==> src/rtl/ram_arbiter.sv <==
// Two-core RAM arbiter: grants one of d0/d1/i0/i1 per transaction, data over instruction,
// round-robin within each class, with starvation limit and stall/error watchdog.
module ram_arbiter #(
  parameter int STARVE_LIM = 4,
  parameter int TIMEOUT    = 255
) (
  input  logic             CLK,
  input  logic             RST,
  input  logic [1:0]       iREN,
  input  logic [1:0]       dREN,
  input  logic [1:0]       dWEN,
  input  logic [1:0][31:0] iaddr,
  input  logic [1:0][31:0] daddr,
  input  logic [1:0][31:0] dstore,
  output logic [1:0]       iwait,
  output logic [1:0]       dwait,
  output logic [1:0][31:0] iload,
  output logic [1:0][31:0] dload,
  output logic             ramREN,
  output logic             ramWEN,
  output logic [31:0]      ramaddr,
  output logic [31:0]      ramstore,
  input  logic [31:0]      ramload,
  input  logic [1:0]       ramstate,
  output logic             fault,
  output logic [1:0]       fault_id
);
  localparam int              SCW       = (STARVE_LIM < 8) ? 3 : $clog2(STARVE_LIM + 1);
  localparam logic [SCW-1:0]  SCNT_MAX  = SCW'(STARVE_LIM);
  localparam logic [7:0]      TCNT_LAST = 8'(TIMEOUT - 1);
  localparam logic [1:0]      RS_ACCESS = 2'd2;
  localparam logic [1:0]      RS_ERROR  = 2'd3;

  typedef enum logic {IDLE, XFER} state_t;

  state_t         state_reg, state_next;
  logic           dptr_reg, dptr_next;
  logic           iptr_reg, iptr_next;
  logic [SCW-1:0] scnt_reg, scnt_next;
  logic [7:0]     tcnt_reg, tcnt_next;
  logic           instr_reg, instr_next;
  logic           core_reg, core_next;
  logic           write_reg, write_next;
  logic [31:0]    addr_reg, addr_next;
  logic [31:0]    store_reg, store_next;

  logic [1:0] dreq, ireq;
  logic       any_d, any_i, pick_instr;
  logic       d_core, i_core, gnt_core;
  logic       xfer, done, abort;

  assign dreq  = dREN | dWEN;
  assign ireq  = iREN;
  assign any_d = |dreq;
  assign any_i = |ireq;

  // Instruction class wins when starved or when no data request is present.
  assign pick_instr = (any_i && (scnt_reg == SCNT_MAX)) || !any_d;
  assign d_core     = dreq[dptr_reg] ? dptr_reg : ~dptr_reg;
  assign i_core     = ireq[iptr_reg] ? iptr_reg : ~iptr_reg;
  assign gnt_core   = pick_instr ? i_core : d_core;

  assign xfer  = (state_reg == XFER);
  assign done  = xfer && (ramstate == RS_ACCESS);
  assign abort = xfer && !done && ((ramstate == RS_ERROR) || (tcnt_reg == TCNT_LAST));

  always_comb begin
    state_next = state_reg;
    dptr_next  = dptr_reg;
    iptr_next  = iptr_reg;
    scnt_next  = scnt_reg;
    tcnt_next  = tcnt_reg;
    instr_next = instr_reg;
    core_next  = core_reg;
    write_next = write_reg;
    addr_next  = addr_reg;
    store_next = store_reg;
    case (state_reg)
      IDLE: begin
        if (any_d || any_i) begin
          state_next = XFER;
          instr_next = pick_instr;
          core_next  = gnt_core;
          tcnt_next  = '0;
          if (pick_instr) begin
            iptr_next  = ~gnt_core;
            scnt_next  = '0;
            write_next = 1'b0;
            addr_next  = iaddr[gnt_core];
            store_next = '0;
          end else begin
            dptr_next  = ~gnt_core;
            write_next = dWEN[gnt_core];
            addr_next  = daddr[gnt_core];
            store_next = dWEN[gnt_core] ? dstore[gnt_core] : '0;
            // Count data grants only while an instruction request is left waiting.
            if (!any_i)
              scnt_next = '0;
            else if (scnt_reg != SCNT_MAX)
              scnt_next = scnt_reg + 1'b1;
          end
        end
      end
      XFER: begin
        if (!done)
          tcnt_next = tcnt_reg + 1'b1;
        if (done || abort)
          state_next = IDLE;
      end
      default: state_next = IDLE;
    endcase
  end

  always_ff @(posedge CLK) begin
    if (RST) begin
      state_reg <= IDLE;
      dptr_reg  <= 1'b0;
      iptr_reg  <= 1'b0;
      scnt_reg  <= '0;
      tcnt_reg  <= '0;
      instr_reg <= 1'b0;
      core_reg  <= 1'b0;
      write_reg <= 1'b0;
      addr_reg  <= '0;
      store_reg <= '0;
    end else begin
      state_reg <= state_next;
      dptr_reg  <= dptr_next;
      iptr_reg  <= iptr_next;
      scnt_reg  <= scnt_next;
      tcnt_reg  <= tcnt_next;
      instr_reg <= instr_next;
      core_reg  <= core_next;
      write_reg <= write_next;
      addr_reg  <= addr_next;
      store_reg <= store_next;
    end
  end

  assign ramREN   = xfer && !write_reg;
  assign ramWEN   = xfer && write_reg;
  assign ramaddr  = xfer ? addr_reg : '0;
  assign ramstore = xfer ? store_reg : '0;
  assign fault    = abort;
  assign fault_id = abort ? {instr_reg, core_reg} : 2'b00;

  genvar gi;
  generate
    for (gi = 0; gi < 2; gi++) begin : g_core
      logic sel_d, sel_i;
      assign sel_d     = xfer && !instr_reg && (core_reg == 1'(gi));
      assign sel_i     = xfer && instr_reg && (core_reg == 1'(gi));
      assign dload[gi] = sel_d ? ramload : '0;
      assign iload[gi] = sel_i ? ramload : '0;
      assign dwait[gi] = !(sel_d && done);
      assign iwait[gi] = !(sel_i && done);
    end
  endgenerate

endmodule
==> config.mk <==
export PLATFORM = sky130hd
export DESIGN_NAME = ram_arbiter
export DESIGN_NICKNAME = d
export VERILOG_FILES = /design/src/rtl/ram_arbiter.sv
export SDC_FILE = /design/constraint.sdc
export NUM_CORES = 1
export LEC_CHECK = 0
export ABC_AREA = 1
export CELL_PAD_IN_SITES_DETAIL_PLACEMENT = 2
export CELL_PAD_IN_SITES_GLOBAL_PLACEMENT = 2
export CORE_MARGIN = 5
export CORE_UTILIZATION = 15
export CTS_CLUSTER_DIAMETER = 30
export DETAILED_ROUTE_END_ITERATION = 10
export GPL_ROUTABILITY_DRIVEN = 0
export PLACE_DENSITY = 0.89
export SETUP_SLACK_MARGIN = 0.3
export SLEW_MARGIN = 20
export SYNTH_ARGS = -nofsm -noshare
export SYNTH_HDL_FRONTEND = slang
export SYNTH_SLANG_ARGS = --single-unit
export TNS_END_PERCENT = 5
==> constraint.sdc <==
create_clock -name CLK -period 2.35 [get_ports CLK]
set_clock_uncertainty 0.1 [all_clocks]
set_input_delay 0.235 -clock CLK [delete_from_list [all_inputs] [get_ports CLK]]
set_output_delay 0.235 -clock CLK [all_outputs]
set_load 0.005 [all_outputs]
# After elaboration in Yosys (flattened, before gate mapping)
# Index checks and enable logic that the tools add are counted.
# word_totals
reg_bits	81
output_inout_bits	201
word_cells	100
# op_classes
addsub	2
n_lt_le_gt_ge	3
eq_ne	8
muxes	35
bitwise	7
n_reduce_logical	35
# op_table
op	n
$mux W32	15
$logic_and A1 B1 Y1	16
$mux W8	2
$pmux W8 S2	1
$mux W1	12
$mux W3	3
$reduce_and A3 Y1	3
$add A8 B1 Y8 const B	1
$eq A8 B8 Y1 const B	1
$logic_not A1 Y1	8
$lt A1 B2 Y1 const B	3
$not A1 Y1	6
$eq A2 B2 Y1 const B	2
$logic_or A1 B1 Y1	4
$ne A2 B2 Y1 const B	2
$reduce_and A2 Y1	2
$reduce_or A2 Y1	2
$add A3 B1 Y3 const B	1
$eq A3 B3 Y1 const B	1
$ne A3 B1 Y1 const B	1
$ne A3 B3 Y1 const B	1
$mux W2	1
$or A2 B2 Y2	1
$pmux W1 S2	1

# Longest topological paths before layout
# depth
word_depth	9
mapped_depth	15

# Worst setup path before layout
# Ideal clock, no wire load.
# synth_timing
path_kind	register to register
startpoint	register scnt_reg[0]
endpoint	register store_reg[10]
arrival_time_ns	1.502
required_time_ns	2.138
path_slack_ns	0.636
path_stages_with_launch	15
n_path_buf	2
synth_period_minus_slack_ns	1.714
cell_sequence	dfxtp_1 inv_1 ha_1 nand2_1 inv_1 nand2_1 nand2_2 buf_6 nand2_1 nand2_2 nor2_1 nor2_4 buf_6 nand2_1 nand2_1
# synth_via
elab_chain_cells	8
# synth_lines
item	line	source
start, declared	39	logic [SCW-1:0] scnt_reg, scnt_next;
start signal, assigned	130	scnt_reg <= scnt_next;
$eq A3 B3 Y1 (*)	58	assign pick_instr = (any_i && (scnt_reg == SCNT_MAX)) || !any_d;
$logic_and A1 B1 Y1 (*)	58	
$logic_or A1 B1 Y1 (*)	58	
$mux W1	61	assign gnt_core = pick_instr ? i_core : d_core;
$mux W32 (not written as such) or $mux W1 (tied branches) (2 in a row)	95	store_next = dWEN[gnt_core] ? dstore[gnt_core] : '0;
$mux W32	95	
$mux W32 (*)	85	if (pick_instr) begin
end signal, assigned	136	store_reg <= store_next;
end, declared	45	logic [31:0] store_reg, store_next;
# Every way passes the cells marked *; elsewhere a longest branch is shown, timed or not. The select of a mux whose other input is x is not followed.
# A chain may end at the register's enable or synchronous reset.

==> summary.txt <==
CTS tree - done
average cell area after synthesis - 5.25 um2
synth warn - 0
DIE HEIGHT - 211 um
io pins - 435
core box area - 39900 um2
worst setup slack after layout - 0.0634 ns
max cap viols - 0
fin. max-slew vios - 0
total CTS buffers - 9
Core Util, Final - 30.0%
WL final - 40800 um
Nets - 1816
Hold WC Path Type - reg -> reg
vias in the first global route - 10100
syn_nets - 1395
critical path class - reg -> out
# clock sinks - 81
worst-skew pair later-pin latency - 0.35 ns
Starting Density - 15.2%
Final Hold Fails - 0
Max Root-Sink Buffers - 2
Min Hold Slack - 0.352 ns
Worst path slowest cell - clkdlybuf4s50_1
gr ovfl total - 0
Setup WS pre-CTS - -0.364 ns
Vias/cell - 4.24
Worst path top cell family by delay - buffers and inverters
GRT Util Overall - 16.9%
clock-pin transition on the worst setup and hold timing paths - 0.07 ns
Port Buf Inserts - 434
sequential share of the synthesized area - 26.7%
largest net degree at the start of global routing - 69
WP data required - 2.02 ns
startpoint types - register
via count - 8971
Gate Count Post-Synth - 1157
drt drc - 0
antenna-violating nets left - 0
Lkg Pwr - 6.85 nW
Area Overhead vs Synth - 97.3%
Netlist cell types - 24
initial DRC count - 268
Worst path max stage delay - 0.53 ns
cells along the critical path - inv_2 > nor3_2 > inv_2 > buf_6 > nor2_1 > clkdlybuf4s50_1
RSZ-0062 raised after global routing - true
first-pass detailed-route iteration total - 4
number of H-tree levels - 3
fillcell total - 4791
peak supply drop - 0.362 mV
mapped cell area - 6080 um2
fin crit share - 97.3%
outcome - completed
global-route wire length before repair - 58600 um
chip width - 211 um
WL/cell - 19.3 um
Rel. slew slack - 67.2%
DP Wirelength - 31700 um
Worst Path Arrival - 1.95 ns
Worst Path Max Fanout - 17
actual slew at the worst max-slew pin - 0.491 ns
Pwr Total - 5.18 mW
initial antenna violation count - 9
layout cells sized above 1 - 9.29%
Power Dens Cells - 432 nW/um2
Clock Tree Root - clkbuf_16
row count - 73
number of synthesized register bits - 81
CP Buf/Inv Count - 4
Final min period - 2.29 ns
CP endpoint kind - output pin
most numerous cell on the critical path - inv_2
die area - 44600 um2
fmax - 0.437 GHz
Setup TNS - 0 ns
Final setup viols - 0
cell usage in the layout (no fill, tap or decap), drive strengths merged:
| master | netlist | layout |
|---|---|---|
| a21oi | 44 | 44 |
| buf | 34 | 42 |
| bufinv | 0 | 2 |
| clkbuf | 34 | 18 |
| clkdlybuf4s50 | 0 | 373 |
| clkinvlp | 0 | 1 |
| dfxtp | 81 | 81 |
| diode | 0 | 8 |
| dlygate4sd2 | 0 | 6 |
| dlymetal6s2s | 0 | 49 |
| ha | 4 | 4 |
| inv | 193 | 195 |
| nand2 | 522 | 522 |
| nand3 | 6 | 6 |
| nand4 | 38 | 38 |
| nor2 | 146 | 147 |
| nor3 | 7 | 7 |
| o21ai | 44 | 44 |
| o22ai | 1 | 1 |
| or2 | 1 | 1 |
| xor2 | 2 | 2 |
timing repair:
action,in CTS,in global routing
hold buffers,0,0
setup buffers,5,1
endpoints found under the setup margin,228,265
gates resized for setup,55,131
gates cloned,2,1
pin swaps,6,59
path summary, 6_finish.rpt:
path                  from             to  slack (ns)  depth (start not counted)
max              instr_reg       iload[7]        0.06                          6
min          store_reg[22]  store_reg[22]        0.35                          2
max reg2reg    scnt_reg[0]  store_reg[24]        0.28                         14
min reg2reg  store_reg[22]  store_reg[22]        0.35                          2
layer usage:
metal / GRT usage (%) / share of wire [%] / vias to the layer above
li1: - / - / 4263
met1: 17.7 / 37 / 4336
met2: 32.7 / 53 / 315
met3: 3.62 / 5.9 / 55
met4: 6.62 / 3.4 / 2
met5: 0 / 0.017 / -
cells in the mapped netlist:
master / instances / area [um2]
buf_1: 5 / 18.8
nand3_1: 6 / 30.0
clkbuf_1: 34 / 128
nand2_2: 7 / 43.8
nand4_1: 38 / 238
dfxtp_1: 81 / 1620
nor2_4: 1 / 11.3
o21ai_0: 42 / 210
xor2_1: 2 / 17.5
inv_2: 7 / 26.3
nor3_1: 7 / 35.0
nor2_1: 143 / 537
nand2_1: 515 / 1930
a21oi_2: 1 / 8.76
or2_2: 1 / 6.26
o21ai_1: 2 / 10.0
buf_2: 16 / 80.1
nor2_2: 2 / 12.5
buf_6: 11 / 124
a21oi_1: 43 / 215
inv_1: 186 / 698
ha_1: 4 / 50.1
o22ai_1: 1 / 6.26
buf_4: 2 / 15.0
power by group:
group	switching (mW)	internal [mW]
Combinational	1.00	0.909
Clock	0.688	1.00
Sequential	0.0745	1.50
Total	1.77	3.41
cell type report:
class	count	area (um2)	area share (%)
Inverter	193	737	6.15
Tap cell	525	657	5.48
Multi-Input combinational cell	816	3620	30.2
Clock buffer	11	253	2.11
Clock inverter	5	85.1	0.710
Sequential cell	81	1640	13.7
Antenna cell	8	20.0	0.167
Timing Repair Buffer	477	4970	41.5
worst register-to-register path, cell delays in order, from the launching register on:
cell and delay, ns:
dfxtp_2 0.34, inv_2 0.06, ha_4 0.15, nand2_2 0.06
inv_2 0.03, nand2_2 0.07, nand2_4 0.10, buf_6 0.15
nor3_4 0.19, nand2_4 0.11, buf_6 0.14, nor2_4 0.16
clkbuf_16 0.22, nand2_2 0.07, nand2_1 0.09
kinds of logic after synthesis:
kind of cell    count (synthesis)  synth area share, %
xor+xnor                        2                0.288
flops                          81                 26.7
simple gates                  720                 46.8
fa+ha+maj                       4                0.824
compound gates                 89                 7.41
buf+inv                       261                 17.9
metrics by stage:
step | instances | instance area, um2
2_1_floorplan | 1157 | 6080
3_3_place_gp | 2083 | 11100
3_5_place_dp | 2083 | 11100
4_1_cts | 2106 | 11600
5_1_grt | 2114 | 12000
6_report | 2116 | 12000
(Power assumes the default switching activity.)
==> RTL edit: new RTL, same flow settings <==
Reset style: asynchronous (`RST`), changed in one clocked block.
--- a/src/rtl/ram_arbiter.sv
+++ b/src/rtl/ram_arbiter.sv
@@ -111,7 +111,7 @@
     endcase
   end
 
-  always_ff @(posedge CLK) begin
+  always_ff @(posedge CLK or posedge RST) begin
     if (RST) begin
       state_reg <= IDLE;
       dptr_reg  <= 1'b0;
Formal check against the unedited RTL: differs if RST is asserted again (counterexample within 4 cycles, from zero or initial values and one cycle with RST high); with RST held inactive, the same outputs for 4 cycles.
==> RTL edit against the unedited design <==
  * Non-clock buffer count up 16
  * Cell count up 4.6%
  * Global-route usage down 1.0 points
  * Worst setup slack better by 0.12 ns
  * Sequential cell count unchanged
  * Final area up 6.9%
  * Routed wire length up 8.6%
  * Area after synthesis up 12%
  * Critical path type unchanged
Power is not compared: it rests on default switching activity, and its combinational part moved more than twofold at a synthesized area within 25%.
==> RTL edit: results (changes against the unedited design) <==
synth_compound_area_share_pct: 5.44  # -2.0 points
root_buffer: "clkbuf_16"
placed_cell_area_um2: 11900  # +7.7%
tightest_slew_ns: 0.693  # +0.202 ns
hold_class: "input pin to asynchronous set/reset pin"
use_met1_pct: 17.4  # -0.27 points
nFillCells: 5341  # +11%
yosysSeqAreaShare_pct: 29.9  # +3.2 points
grt_max_degree: 73  # +5.8%
cp_data_arrival_time_ns: 1.83  # -0.12 ns
track_usage_pct: 15.9  # -1.0 points
synth_cell_type_count: 29  # +21%
ys_top_cells_by_area: "dfrtp_1, nand2_1, nand3_1"
synth_fp_nets: 1415  # +1.4%
met3_usage_pct: 3.99  # +0.37 points
synth_xor_area_share_pct: 0.129  # -0.16 points
dp_slack_ns: -0.134  # +0.230 ns
grt_pass1_wl_um: 62400  # +6.4%
nNetsFinal: 1843  # +1.5%
use_met2_pct: 29.7  # -3.0 points
grt_pass1_vias: 10400  # +2.4%
outcome: "finished, final reports clean"
cp_max_fo: 32  # +15
first_iter_violations: 290  # +8.2%
synthTopCellsByCount: "nand2_1, inv_1, nand3_1"
num_vias: 9421  # +5.0%
dp_hpwl_um: 32400  # +2.1%
wl_per_cell_um: 20.0  # +3.8%
clk_path_buf_depth: 2  # unchanged
## RTL edit: cell types whose count changed after synthesis, moves of 10 or more
cell / change
o21ai_0: -27
nand4_1: -36
dfxtp_1: -81
o21a_1: +32
nand3_1: +155
a21oi_1: -39
dfrtp_1: +81
buf_2: +10
nand3_2: +10
nand2_1: -68
## RTL edit: cells by family (layout without fill, tap and decap cells)
family                     Yosys count  count (layout)
and+or+nand+nor                    769             770
other                                0               4
xor gates and xnor gates             1               1
buffers and inverters              267             699
adders and majority gates            4               4
AOI/OAI and AO/OA                   55              55
DFF                                 81              81
## RTL edit: power by group through the flow
stage	registers, uW	clock network [uW]	logic, uW
after global routing	2550	1620	9880
after detailed placement	2500	0	8450
final	2480	1510	8950
after CTS	2480	1580	8310
after floorplan	2340	0	4020
after global placement	2470	0	8140
## RTL edit: per-layer routing
layer / share of wire, % / vias to the layer above
li1: - / 4392
met3: 5.9 / 36
met1: 40 / 4672
met4: 2.7 / 0
met5: 0 / -
met2: 52 / 321
## RTL edit: final timing paths
kind	startpoint	end	slack, ns	depth (start not counted)
max	state_reg	dload[56]	0.19	6
min	RST	store_reg[2]	0.07	2
max reg2reg	scnt_reg[0]	addr_reg[16]	0.30	14
min reg2reg	addr_reg[3]	addr_reg[3]	0.38	2
max in group asynchronous	RST	addr_reg[22]	1.35	3
min in group CLK	addr_reg[3]	addr_reg[3]	0.38	2
## RTL edit: layout make-up
cell class | count | share of cell area [%]
Antenna cell | 4 | 0.0781
Clock buffer | 9 | 1.76
Clock inverter | 7 | 0.605
Inverter | 190 | 5.68
Multi-Input combinational cell | 830 | 31.2
Sequential cell | 81 | 15.9
Tap cell | 600 | 5.86
Timing Repair Buffer | 493 | 38.9
## RTL edit: worst max-delay path, stage by stage, from the launching register on
cell and delay, ns:
dfrtp_4 0.45, clkinvlp_4 0.18, nor3_2 0.19, inv_1 0.11, buf_12 0.19, nor2_1 0.12
clkdlybuf4s15_2 0.22
## RTL edit: per-stage QoR
stage          util (%)  hold slack [ns]  cells
3_5_place_dp       26.4            0.366   2166
2_1_floorplan         -            0.330   1177
4_1_cts            27.4           0.0533   2195
3_3_place_gp       26.4            0.362   2166
5_1_grt            28.4           0.0662   2213
6_report           28.4           0.0683   2214
## RTL edit: what timing repair did
| item | in CTS | in global routing |
|---|---|---|
| buffers inserted | 13 | 4 |
| setup endpoints to repair | 245 | 217 |
| cloned | 0 | 11 |
| resized for setup | 577 | 31 |
| pin swaps | 8 | 5 |
| hold buffers | 0 | 0 |
